`src/rtl/mp_add_sequencer.sv`:
```
// Multi-precision adder sequencer: streams NLIMBS 64-bit limbs through an external
// registered carry-select adder, chaining the carry, and presents the full sum.
module mp_add_sequencer #(
  parameter int NLIMBS = 4
) (
  input  logic                   clk,
  input  logic                   rst,
  input  logic                   in_valid,
  output logic                   in_ready,
  input  logic [64*NLIMBS-1:0]   in_a,
  input  logic [64*NLIMBS-1:0]   in_b,
  input  logic                   in_cin,
  output logic [63:0]            adder_a,
  output logic [63:0]            adder_b,
  output logic                   adder_cin,
  input  logic [63:0]            adder_sum,
  input  logic                   adder_cout,
  output logic                   out_valid,
  input  logic                   out_ready,
  output logic [64*NLIMBS-1:0]   out_sum,
  output logic                   out_cout
);

  localparam int W  = 64 * NLIMBS;
  localparam int IW = (NLIMBS > 1) ? $clog2(NLIMBS) : 1;

  typedef enum logic [2:0] {IDLE, CIN, OPER, CAPT, DONE} state_t;

  state_t          state, state_next;
  logic [IW-1:0]   idx;
  logic [W-1:0]    op_a, op_b;
  logic            op_cin;
  logic [W-1:0]    result;
  logic            carry;

  always_ff @(posedge clk) begin
    if (!rst) begin
      state  <= IDLE;
      idx    <= '0;
      op_a   <= '0;
      op_b   <= '0;
      op_cin <= 1'b0;
      result <= '0;
      carry  <= 1'b0;
    end else begin
      state <= state_next;
      if (state == IDLE && in_valid) begin
        op_a   <= in_a;
        op_b   <= in_b;
        op_cin <= in_cin;
        idx    <= '0;
      end
      if (state == CAPT) begin
        result[idx*64 +: 64] <= adder_sum;
        carry                <= adder_cout;
        idx                  <= idx + IW'(1);
      end
    end
  end

  // The adder registers its carry one cycle ahead of the operands, so the carry
  // for limb idx is presented in the cycle before that limb (CIN or CAPT).
  always_comb begin
    state_next = state;
    in_ready   = 1'b0;
    out_valid  = 1'b0;
    adder_a    = '0;
    adder_b    = '0;
    adder_cin  = 1'b0;
    case (state)
      IDLE: begin
        in_ready = 1'b1;
        if (in_valid) state_next = CIN;
      end
      CIN: begin
        adder_cin  = op_cin;
        state_next = OPER;
      end
      OPER: begin
        adder_a    = op_a[idx*64 +: 64];
        adder_b    = op_b[idx*64 +: 64];
        state_next = CAPT;
      end
      CAPT: begin
        adder_cin  = adder_cout;
        state_next = (idx < IW'(NLIMBS - 1)) ? OPER : DONE;
      end
      DONE: begin
        out_valid = 1'b1;
        if (out_ready) state_next = IDLE;
      end
      default: state_next = IDLE;
    endcase
  end

  assign out_sum  = result;
  assign out_cout = carry;

endmodule

```
`config.mk`:
```
export PLATFORM = sky130hd
export DESIGN_NAME = mp_add_sequencer
export DESIGN_NICKNAME = d
export VERILOG_FILES = /design/src/rtl/mp_add_sequencer.sv
export SDC_FILE = /design/constraint.sdc
export NUM_CORES = 2
export LEC_CHECK = 0
export ABC_AREA = 1
export CAP_MARGIN = 20
export CELL_PAD_IN_SITES_DETAIL_PLACEMENT = 0
export CELL_PAD_IN_SITES_GLOBAL_PLACEMENT = 2
export CORE_AREA = 3 3 382 384
export CTS_BUF_LIST = sky130_fd_sc_hd__clkbuf_4 sky130_fd_sc_hd__clkbuf_8
export DETAILED_ROUTE_END_ITERATION = 10
export DIE_AREA = 0 0 385 387
export GPL_TIMING_DRIVEN = 0
export PLACE_DENSITY = 0.8
export RECOVER_POWER = 25
export SLEW_MARGIN = 10
export SYNTH_ARGS = -nofsm -noshare
export SYNTH_HDL_FRONTEND = slang
export SYNTH_SLANG_ARGS = --single-unit
```
`constraint.sdc`:
```
create_clock -name clk -period 3.3 [get_ports clk]
set_input_delay 0.66 -clock clk [delete_from_list [all_inputs] [get_ports clk]]
set_output_delay 0.66 -clock clk [all_outputs]
set_load 0.02 [all_outputs]
```
==> impl_metrics.ini <==
[status]
outcome = complete, no violations

[grt]
grt_start_max_net_pins = 20
grt_pass1_wl_um = 283000
gr-total-overflow = 0
grt_usage_pct = 26.2
grt_pass1_vias = 39200
antenna_found_initial = 66

[detailed_routing]
ant_nets = 0
drt-pass1-iter-count = 5
via_per_inst = 4.71
drt_first_iter_violations = 3194
post_drt_wl_per_cell_um = 23.8
drt-total-wl_um = 205000
vias = 40500
route.detailed.drc = 0

[sta]
timing.slew.headroom_pct = 13.6
worst_pin_slew_ns = 1.30
hold_viol_final = 0
rsz0062_at_grt = yes
fin_crit_sh_pct = 98.7
clock.fmax_ghz = 0.307
fin_skew_ns = 0.0381
slew_violations = 0
setup_viol = 0
fin_crit_ns = 3.26

[yosys]
yosys-top-cells-count = nand2_1, nor2_1, dfxtp_1
synth.lib_cells_used.distinct = 20
yosysMostFrequentCell = nand2_1
synth_top_area_share_pct = 43.8
yosysWarnings = 0
synth_top_flop_cell = dfxtp_1
avgSynthCellArea_um2 = 6.57
ys_seq_area_share_pct = 43.8
synthTopCellsByArea = dfxtp_1, nand2_1, nand3_1
netlist_area_um2 = 35400
synth-async-reset-ratio_pct = 0
synth-edff-count = 0
yosysTopAreaCell = dfxtp_1
netlist_instances = 5390
ys_ff_latch = 775
syn-num-nets = 5977

[clock_tree]
path_clk_slew_ns = 0.06
clock_latency_ns = 0.90
cts_tree = yes
cts_made_buffers = 153
cts_sinks = 775
hold_buffers = 0
htreeDepth = 4
cts_max_path_buffers = 3
cts.root.buffer_cell = clkbuf_8

[setup_path]
crit_fanout = 10
cp.arrival_ns = 4.05
crit_path_end_kind = flop
start_kind = input port
path_class = input port to flop
crit_required_ns = 4.10

[power]
vdd_drop_max_mv = 0.259
power_density_nw_per_um2 = 478
power.leakage_nw = 20.1

[die]
die_w_um = 385
fp-row-count = 139
io_pins = 970
initial_core_util_pct = 24.7
dieHeight_um = 387
core_area_um2 = 143000
fp.dieArea_um2 = 149000

[placement]
hpwl_um = 161000
port_buffers = 969
place_area_um2 = 47500
place_inst = 8264
place.gp.congestion = 0.917

[layout]
drive_above_1_share_pct = 12.3
final_cell_count_no_fill = 8590
area_growth_pct = 47.5
final_net_count = 7120
final_area_um2 = 52200

[worst_hold_path]
min_path_type = input port to flop

[run]
maxCapViolCount = 0
[placed cells by master (no fill, tap or decap), types with 131 or more instances in the layout]
master	instances
a21oi_1	581
clkbuf_1	216
clkbuf_8	184
clkdlybuf4s50_1	837
dfxtp_1	773
inv_1	331
nand2_1	1360
nand3_1	708
nor2_1	790
o21ai_0	131
[cells by family after synthesis]
logic type      Yosys count  synth area share [%]
simple gates           2915                  33.5
compound gates          905                  12.8
buf+inv                 790                  9.75
flops                   775                  43.8
fa+ha+maj                 5                 0.177
[area by class of cell]
| cell class | instances | area [um^2] |
|---|---|---|
| Fill cell | 15700 | 90900 |
| Multi-Input combinational cell | 3825 | 17100 |
| Sequential cell | 775 | 15500 |
| Timing Repair Buffer | 990 | 9880 |
| Clock buffer | 245 | 2970 |
| Buffer | 453 | 2750 |
| Tap cell | 1903 | 2380 |
| Inverter | 335 | 1270 |
| Clock inverter | 21 | 228 |
| Antenna cell | 43 | 108 |
[final timing paths]
kind | from | end | slack [ns] | cells past startpoint
max | in_valid | op_a[57] | 0.04 | 6
max reg2reg | idx[0] | out_sum[52] | 0.16 | 11
min reg2reg | op_b[121] | op_b[121] | 0.46 | 2
min | in_b[122] | op_b[122] | 0.34 | 3
[layer usage]
layer  routed length [um]  global-route usage (%)
met1                84800                    32.4
met2                95800                    43.4
met3                15500                    6.74
met4                 8240                    10.1
met5                  248                       0
[power breakdown]
group	leakage, nW	total, mW	switching, mW	internal, mW
Clock	1.69	10.4	4.65	5.79
Sequential	6.32	10.1	0.286	9.85
Combinational	12.1	4.37	2.64	1.73
[registers in the layout (all words and copies together), names as in the netlist]
register,count
op_a,256
op_b,256
out_sum,256
state,3
idx,2
op_cin,1
out_cout,1
[per-stage QoR]
step	hold slack [ns]	setup TNS, ns	utilization (%)	setup WS (ns)	power (mW)
6_report	0.337	0	36.5	0.0418	25.0
5_1_grt	0.292	-2.13	36.5	-0.0899	26.0
4_1_cts	0.235	-3.65	35.8	-0.153	25.1
3_5_place_dp	0.452	-356.18	33.2	-1.31	14.5
3_3_place_gp	0.448	-433.31	33.2	-1.35	14.4
2_1_floorplan	0.441	0	-	1.09	12.3
[worst max-delay path, cell delays in order]
cell	delay, ns
dlygate4sd3_1	0.55
clkbuf_1	0.71
clkbuf_1	0.79
clkbuf_1	0.77
nand3_1	0.35
a21oi_1	0.20
[repair_timing]
action                     4_1_cts  5_1_grt
buffers inserted                 3        3
gates resized for setup        919      320
pin swaps                       47       80
cloned                           1       12
setup endpoints to repair      386      225
Power figures use the tool's default switching activity.
